<file path="src/rtl/branch_pkg.sv">
// Shared definitions for the branch control unit: FSM states, opcode
// classes, PC/immediate select encodings, condition codes, helpers.
package branch_pkg;

    typedef enum logic [1:0] {
        S_IDLE,
        S_EX0,
        S_EX1,
        S_ERR
    } state_t;

    // Opcode classes in IR[31:29]
    localparam logic [2:0] CL_B     = 3'b000;
    localparam logic [2:0] CL_BCOND = 3'b010;
    localparam logic [2:0] CL_BL    = 3'b100;
    localparam logic [2:0] CL_CB    = 3'b101;
    localparam logic [2:0] CL_BR    = 3'b110;

    // CB sub-op in IR[25:24]
    localparam logic [1:0] CB_Z  = 2'b00;
    localparam logic [1:0] CB_NZ = 2'b01;

    // PC function select
    localparam logic [1:0] PCFS_HOLD = 2'b00;
    localparam logic [1:0] PCFS_INC  = 2'b01;
    localparam logic [1:0] PCFS_REG  = 2'b10;
    localparam logic [1:0] PCFS_K    = 2'b11;

    // Immediate select
    localparam logic [2:0] KM_NONE   = 3'b000;
    localparam logic [2:0] KM_BR26   = 3'b010;
    localparam logic [2:0] KM_COND19 = 3'b011;

    // Condition codes
    localparam logic [3:0] CC_EQ = 4'd0;
    localparam logic [3:0] CC_NE = 4'd1;
    localparam logic [3:0] CC_CS = 4'd2;
    localparam logic [3:0] CC_CC = 4'd3;
    localparam logic [3:0] CC_MI = 4'd4;
    localparam logic [3:0] CC_PL = 4'd5;
    localparam logic [3:0] CC_VS = 4'd6;
    localparam logic [3:0] CC_VC = 4'd7;
    localparam logic [3:0] CC_HI = 4'd8;
    localparam logic [3:0] CC_LS = 4'd9;
    localparam logic [3:0] CC_GE = 4'd10;
    localparam logic [3:0] CC_LT = 4'd11;
    localparam logic [3:0] CC_GT = 4'd12;
    localparam logic [3:0] CC_LE = 4'd13;

    localparam logic [4:0] FS_OR = 5'b00100;
    localparam logic [1:0] DT_PC = 2'b10;

    // True when the instruction word is a supported branch encoding.
    function automatic logic legal(input logic [31:0] ir);
        logic ok;
        case (ir[31:29])
            CL_B, CL_BCOND, CL_BL, CL_BR: ok = 1'b1;
            CL_CB:                        ok = ~ir[25];
            default:                      ok = 1'b0;
        endcase
        return ok;
    endfunction

    // Packs {FS, SA, SB, DA, low16} with rw-bit register fields into the
    // low bits of a 64-bit word; the caller truncates to its width.
    function automatic logic [63:0] pack_cw(
        input int          rw,
        input logic [4:0]  fs,
        input logic [7:0]  sa,
        input logic [7:0]  sb,
        input logic [7:0]  da,
        input logic [15:0] lo
    );
        logic [63:0] w;
        w = 64'(fs);
        w = (w << rw) | 64'(sa);
        w = (w << rw) | 64'(sb);
        w = (w << rw) | 64'(da);
        w = (w << 16) | 64'(lo);
        return w;
    endfunction

endpackage

</file>
<file path="src/rtl/branch_cond_eval.sv">
// Combinational condition-code evaluator.
// Ports: cond[3:0] code, status[3:0] flags {V,C,N,Z}, taken result.
module branch_cond_eval
    import branch_pkg::*;
(
    input  logic [3:0] cond,
    input  logic [3:0] status,
    output logic       taken
);

    logic v, c, n, z;
    assign {v, c, n, z} = status;

    always_comb begin
        taken = 1'b1;
        case (cond)
            CC_EQ:   taken = z;
            CC_NE:   taken = ~z;
            CC_CS:   taken = c;
            CC_CC:   taken = ~c;
            CC_MI:   taken = n;
            CC_PL:   taken = ~n;
            CC_VS:   taken = v;
            CC_VC:   taken = ~v;
            CC_HI:   taken = c & ~z;
            CC_LS:   taken = ~c | z;
            CC_GE:   taken = ~(n ^ v);
            CC_LT:   taken = n ^ v;
            CC_GT:   taken = ~z & ~(n ^ v);
            CC_LE:   taken = z | (n ^ v);
            default: taken = 1'b1;
        endcase
    end

endmodule

</file>
<file path="src/rtl/cu_branch_seq.sv">
// Branch sequencer: runs B/BL/BR/CB/B.cond through EX0/EX1 and drives
// the datapath control word, immediate select and taken counters.
// Ports: clock, reset (async high), start/IR/status/clr_cnt in;
// busy, done, err, k_mux, controlWord, taken_cnt, nottaken_cnt out.
module cu_branch_seq
    import branch_pkg::*;
#(
    parameter int REG_W    = 5,
    parameter int LINK_REG = 28,
    parameter int CNT_W    = 16,
    parameter int CW_W     = 4*REG_W+17
)(
    input  logic             clock,
    input  logic             reset,
    input  logic             start,
    input  logic [31:0]      IR,
    input  logic [3:0]       status,
    input  logic             clr_cnt,
    output logic             busy,
    output logic             done,
    output logic             err,
    output logic [2:0]       k_mux,
    output logic [CW_W-1:0]  controlWord,
    output logic [CNT_W-1:0] taken_cnt,
    output logic [CNT_W-1:0] nottaken_cnt
);

    state_t           state;
    logic [2:0]       cls_q;
    logic             nz_q;
    logic [3:0]       cond_q;
    logic [REG_W-1:0] rt_q;

    logic is_b, is_bl, is_br, is_cb, is_bcond;
    logic active, cnt_en, cond_taken, taken;
    logic [3:0] cond_sel;
    logic [1:0] pc_fs;
    logic w_reg, b_sel, st_ld;
    logic [63:0] cw_full;

    assign is_b     = (cls_q == CL_B);
    assign is_bl    = (cls_q == CL_BL);
    assign is_br    = (cls_q == CL_BR);
    assign is_cb    = (cls_q == CL_CB);
    assign is_bcond = (cls_q == CL_BCOND);

    // CBZ/CBNZ reuse the EQ/NE codes on the flags loaded in EX0.
    assign cond_sel = is_cb ? {3'b000, nz_q} : cond_q;

    branch_cond_eval u_cond (
        .cond   (cond_sel),
        .status (status),
        .taken  (cond_taken)
    );

    assign taken  = is_b | is_bl | is_br | cond_taken;
    assign active = (state == S_EX0) || (state == S_EX1);
    assign cnt_en = (state == S_EX1) || ((state == S_EX0) && is_br);
    assign busy   = (state != S_IDLE);
    assign err    = (state == S_ERR);
    assign done   = cnt_en | err;

    always_ff @(posedge clock or posedge reset) begin
        if (reset) begin
            state        <= S_IDLE;
            cls_q        <= '0;
            nz_q         <= 1'b0;
            cond_q       <= '0;
            rt_q         <= '0;
            taken_cnt    <= '0;
            nottaken_cnt <= '0;
        end else begin
            case (state)
                S_IDLE: begin
                    if (start) begin
                        cls_q  <= IR[31:29];
                        nz_q   <= IR[24];
                        cond_q <= IR[3:0];
                        rt_q   <= IR[REG_W-1:0];
                        state  <= legal(IR) ? S_EX0 : S_ERR;
                    end
                end
                S_EX0:   state <= is_br ? S_IDLE : S_EX1;
                default: state <= S_IDLE;
            endcase

            if (clr_cnt) begin
                taken_cnt    <= '0;
                nottaken_cnt <= '0;
            end else if (cnt_en) begin
                if (taken) begin
                    if (~&taken_cnt)
                        taken_cnt <= taken_cnt + 1'b1;
                end else begin
                    if (~&nottaken_cnt)
                        nottaken_cnt <= nottaken_cnt + 1'b1;
                end
            end
        end
    end

    always_comb begin
        pc_fs = PCFS_HOLD;
        w_reg = 1'b0;
        b_sel = 1'b1;
        st_ld = 1'b0;
        k_mux = KM_NONE;
        case (state)
            S_EX0: begin
                pc_fs = is_br ? PCFS_REG : PCFS_HOLD;
                w_reg = is_bl;
                b_sel = ~is_cb;
                st_ld = is_cb;
            end
            S_EX1:   pc_fs = taken ? PCFS_K : PCFS_INC;
            default: ;
        endcase
        if (active) begin
            unique case (1'b1)
                is_cb | is_bcond: k_mux = KM_COND19;
                is_br:            k_mux = KM_NONE;
                default:          k_mux = KM_BR26;
            endcase
        end
    end

    // The field list is 3*REG_W+21 bits; spare upper bits stay zero.
    assign cw_full = pack_cw(
        REG_W,
        FS_OR,
        8'((1 << REG_W) - 1),
        8'(rt_q),
        8'(LINK_REG),
        {w_reg, 1'b0, 2'b00, b_sel, 1'b0, 1'b0, st_ld,
         2'b00, 1'b0, DT_PC, ~is_br, pc_fs}
    );

    assign controlWord = active ? CW_W'(cw_full) : '0;

endmodule

</file>
<file path="config.mk">
export PLATFORM = sky130hd
export DESIGN_NAME = cu_branch_seq
export DESIGN_NICKNAME = d
export VERILOG_FILES = /design/src/rtl/branch_pkg.sv /design/src/rtl/branch_cond_eval.sv /design/src/rtl/cu_branch_seq.sv
export SDC_FILE = /design/constraint.sdc
export NUM_CORES = 1
export LEC_CHECK = 0
export ABC_AREA = 1
export CAP_MARGIN = 10
export CORE_UTILIZATION = 49
export DETAILED_ROUTE_END_ITERATION = 10
export PLACE_DENSITY = 0.91
export SLEW_MARGIN = 20
export SYNTH_ARGS = -nofsm -noshare
export SYNTH_HDL_FRONTEND = slang
export SYNTH_SLANG_ARGS = --single-unit
</file>
<file path="constraint.sdc">
create_clock -name clock -period 5.1 [get_ports clock]
set_input_delay 1.02 -clock clock [delete_from_list [all_inputs] [get_ports clock]]
set_output_delay 1.02 -clock clock [all_outputs]
set_load 0.01 [all_outputs]
</file>
**After elaboration in Yosys (flattened, before gate mapping)**

Index checks and enable logic that the tools add are counted.

- Word-level logic and storage cells: 98
- Bits in registers: 47
- Input port bits: 40
- Output and inout bits: 75

- Reductions and logical operators: 16
- Bitwise logic cells: 19
- Muxes and demuxes: 26
- Add/sub/neg operators: 2
- Equality and inequality tests: 28

Operator list:

| operator | count |
|---|---|
| 16-bit two-way mux | 8 |
| 34-bit two-way mux | 1 |
| 34-bit by 16-bit OR with 34-bit output | 1 |
| 16-bit by 1-bit adder with 16-bit output, second input constant | 2 |
| 16-bit AND reduction | 2 |
| 4-bit equality test, second input constant | 6 |
| 3-bit equality test, second input constant | 6 |
| 4-bit by 3-bit equality test with 1-bit output, second input constant | 4 |
| 1-bit one-hot mux with 14 select lines | 1 |
| 2-bit two-way mux | 6 |
| 2-bit one-hot mux with 2 select lines | 3 |
| 4-bit by 2-bit equality test with 1-bit output, second input constant | 2 |
| 2-bit inequality test, second input constant | 4 |
| 1-bit NOT | 8 |
| 1-bit OR | 7 |
| 3-bit by 2-bit equality test with 1-bit output, second input constant | 2 |
| 3-bit zero test | 2 |
| 3-bit AND reduction | 2 |
| 2-bit nonzero test | 3 |
| 1-bit two-way mux | 5 |
| 2-bit equality test, second input constant | 2 |
| 4-bit by 1-bit equality test with 1-bit output, second input constant | 1 |
| 4-bit zero test | 1 |
| 4-bit two-way mux | 1 |
| 9 further kinds | 11 |

**Longest topological paths before layout**

- Word-level depth: 9
- Depth in mapped cells: 15
- Mapped depth without buffers: 14

**By module**

Synthesis repeated with hierarchy kept, for this count alone.

- Cell total of the unflattened synthesis: 488
- Area total of the unflattened synthesis: 3,296.9 µm²

By module, submodules not included:

| module | times used | cells an instance | sequential area each (µm²) | area an instance (µm²) |
|---|---|---|---|---|
| cu_branch_seq | 1 | 438 | 1,076.0 | 3,091.7 |
| branch_cond_eval | 1 | 50 | 0.0 | 205.2 |

**Worst setup path before layout**

Ideal clock, no wire load.

- Path kind: input to output
- From: input port status[1]
- To: output port controlWord[1]
- Slack: 2.268 ns
- Arrival time: 1.812 ns
- Cell stages on the path: 11
- Data required time: 4.080 ns
- Path buffers: 0
- Cells stage by stage: inv_1 -> nand2_1 -> nand2_1 -> nand4_1 -> nand3_1 -> nand2_1 -> nand3_1 -> nand2_2 -> nand3_4 -> nand3_1 -> inv_1

- Cells in the longest elaborated chain, start to end: 9
- Elaborated cells on any way between the ends: 11
- Classes of those cells: mux (4); bitwise (7)

RTL lines:

| item | line | RTL |
|---|---|---|
| start, declared | cu_branch_seq.sv:17 | `input logic [3:0] status,` |
| 1-bit XOR | n/a |  |
| 1-bit NOT | branch_cond_eval.sv:27, branch_cond_eval.sv:29 |  |
| 1-bit AND | branch_cond_eval.sv:29 | `CC_GT: taken = ~z & ~(n ^ v);` |
| 1-bit one-hot mux with 14 select lines (*) | branch_cond_eval.sv:16 | `case (cond)` |
| 1-bit OR (*) | cu_branch_seq.sv:56 | `assign taken = is_b \| is_bl \| is_br \| cond_taken;` |
| 2-bit two-way mux (*) | cu_branch_seq.sv:115 | `S_EX1: pc_fs = taken ? PCFS_K : PCFS_INC;` |
| 2-bit one-hot mux with 2 select lines (*) | cu_branch_seq.sv:108 | `case (state)` |
| 34-bit by 16-bit OR with 34-bit output (*) | branch_pkg.sv:79 | `w = (w << 16) \| 64'(lo);` |
| 34-bit two-way mux (*) | cu_branch_seq.sv:138 | `assign controlWord = active ? CW_W'(cw_full) : '0;` |
| end, declared | cu_branch_seq.sv:23 | `output logic [CW_W-1:0] controlWord,` |

Mark *: on every way between the ends. The rest lies on a longest branch, timed or not.

**Worst setup path in the final report**

- From: input port status[3]
- To: output port controlWord[1]

Same word-level chain as after synthesis.

==> results.md <==
- Syn. warnings: 0
- Final hold slack: 0.5238 ns
- Post-DP HPWL: 5.695 mm
- Initial drt markers: 280
- Slew HR: 56.98%
- Setup Viol. Count Final: 0
- Cells after Synth: 466
- GRT Total Usage: 22.94%
- Final ANT Viol Nets: 0
- 1st-pass router iterations: 4
- Arr. time, crit path: 2.99 ns
- GRT Residual Overflow: 0
- Nets@finish: 571
- First-pass GRT wire length: 13.28 mm
- CP max FO: 4
- CTS max path bufs: 2
- Slew @ Worst Pin: 0.6433 ns
- Min-Delay Path Depth: 1
- Via density: 5.310
- R2R Path Start: taken_cnt[0]
- DR vias: 3,202
- Filler Cell Count: 565
- Top achievable clock speed: 249.3 MHz
- Tot Pwr: 1.940 mW
- Post-synth top area cell: dfrtp_1
- Worst-path clk slew: 0.08 ns
- Post-CTS setup repair buffer count: 0
- Average routed wire per standard cell: 13.03 um
- Final min period: 4.012 ns
- Crit Path Category: primary input to output pin
- RD Place Congestion: 0.9196
- Delay-heaviest family, CP: buffers and inverters
- HP Start: rt_q[4]
- # hold bufs at CTS: 0
- Initial core utilization: 51.00%
- Fraction of layout cells with a size suffix above 1: 4.563%
- DIE HEIGHT: 83.53 um
- Initial antenna violation count: 0
- CTS Buf Count: 5
- Port bufs: 75
- Core Rows: 29
- Die Area: 0.006976 mm^2
- Slowest stage delay, CP: 0.53 ns
- #FFs+latches synth: 43
- Post-synth cell types: 34
- Layout area overhead: 22.36%
- Worst vdd ir: 0.0005557 V
- DP Worst Slack: 1.112 ns
- Antenna cells: 0
- Worst Hold Class: register to register
- PwrDens: 486.8 mW/mm^2
- I/O pin total: 115
- Reg-to-Reg End: taken_cnt[11]
- Total wire length: 7.856 mm
- Number of global-route vias before repair: 3,117
- Clk Latency, worst-skew pair: 0.30 ns
- Worst Setup Start Kind: primary input
- Final Hold Violating Endpoints: 0
- Static Leakage: 1.908 nW
- Status: complete, no violations
- Largest net degree at the start of global routing: 44
- CP startpoint: status[3]
- Worst Slack Setup Final: 1.088 ns
- Unrepaired setup endpoints after global routing: false
- Dominant cells by area after synthesis: dfrtp_1 33%, nand2_1 13%, nand3_1 6.9%
- Crit path required time: 4.08 ns
- Die Width: 83.53 um
- DRC viols: 0
- CP cell instances: clkdlybuf4s50_1 > inv_1 > nand2_1 > nand2_1 > nand4_1 > nand3_1 > nand2_1 > nand3_1 > nand2_2 > nand3_4 > nand3_1 > inv_1 > clkdlybuf4s50_1
- CTS Root Cell: clkbuf_8
- Worst Hold End: rt_q[4]
- Synthesized area: 0.003257 mm^2
- CTS tree: yes
- Post-CTS resize count: 0
- Post-synthesis sequential area ratio: 33.04%
- Crit path buffers/inverters: 4
- Clock sinks: 43
- Final Max Tran Viols: 0
- R2R cell count: 12
- Synth Area per Inst: 6.989 um^2
- Core area: 0.006386 mm^2
- Element type at the critical path end: output pin
- R2R setup slack: 2.78 ns
- Fin crit share: 78.66%
- Max-cap violations: 0
- Yosys top cell area share: 33.04%
- Setup TNS: 0 ns
- Slowest cell on crit path: clkdlybuf4s50_1
- H-Tree Depth: 2
- Final Skew: 0.009057 ns
[cell usage after synthesis, drive strengths merged]
cell type	count
a32oi	1
a31oi	1
xnor2	5
inv	57
clkbuf	6
nand2	114
buf	34
xor2	19
a21oi	14
nor3b	1
o211ai	1
o21bai	1
o21ai	6
mux2	2
nor3	14
nor2	56
or2	1
nand3b	9
conb	1
nor4	2
nand3	49
nand4	23
dfrtp	43
ha	6
[routing by layer]
| layer | vias to the layer above | track usage [%] | part of all wire, % |
|---|---|---|---|
| met5 | - | 0 | 0 |
| met4 | 0 | 6.780 | 1.4 |
| met3 | 13 | 4.352 | 4.8 |
| met2 | 112 | 42.92 | 51 |
| met1 | 1500 | 26.45 | 43 |
| li1 | 1577 | - | - |
[cell usage in the layout, fill, tap and decap left out, drive strengths merged, types with 2 or more instances in the layout]
master         instances
clkdlybuf4s50         75
mux2                   2
inv                   57
nand2                114
nor4                   2
nand3b                 9
nand4                 23
ha                     6
xor2                  19
o21ai                  6
a21oi                 14
clkbuf                 6
nand3                 49
dfrtp                 43
nor2                  56
nor3                  14
conb                  17
xnor2                  5
[area by class of cell]
type | count | area [um^2] | share of cell area [%]
timing repair buffer | 76 | 758.2 | 19.03
clock inverter | 2 | 12.51 | 0.3140
multi-input combinational | 342 | 1753 | 43.99
inverter | 57 | 216.5 | 5.432
clock buffer | 6 | 72.57 | 1.821
sequential | 43 | 1076 | 27.00
tap | 77 | 96.34 | 2.418
[worst max-delay path by stage]
stage / slack [ns] / endpoint / depth (start not counted)
final: 1.09 / controlWord[1] / 13
after global routing: 0.97 / controlWord[1] / 13
after CTS: 1.11 / controlWord[1] / 13
after detailed placement: 1.11 / controlWord[1] / 13
after global placement: 1.18 / controlWord[1] / 13
after floorplan: 2.27 / controlWord[1] / 11
[sequential cells by signal, summed over array words and instances, names as in the netlist]
signal        cells
taken_cnt        16
cond_q            3
state             2
cls_q             3
rt_q              2
nz_q              1
nottaken_cnt     16
[report_power, final]
group | total [mW] | internal [mW] | switching, mW
Sequential | 0.505 | 0.408 | 0.0977
Clock | 0.218 | 0.0959 | 0.122
Combinational | 1.22 | 0.529 | 0.688
[cell families (layout without fill, tap and decap cells)]
logic type / count (synthesis) / after routing / share of synthesized area, %
simple gates: 269 / 269 / 38.42
buf+inv: 97 / 141 / 14.98
flops: 43 / 43 / 33.04
compound gates: 24 / 24 / 3.996
xor+xnor: 24 / 24 / 6.454
fa+ha+maj: 6 / 6 / 2.305
mux: 2 / 2 / 0.6915
other cells: 1 / 17 / 0.1151
[metrics by stage]
stage	utilization, %	area, um^2	instances
after global placement	61.07	3900	595
after detailed placement	61.07	3900	595
after floorplan	-	3317	482
after CTS	62.40	3985	603
after global routing	62.40	3985	603
final	62.40	3985	603
No activity file was read; power rests on OpenSTA's default activity.
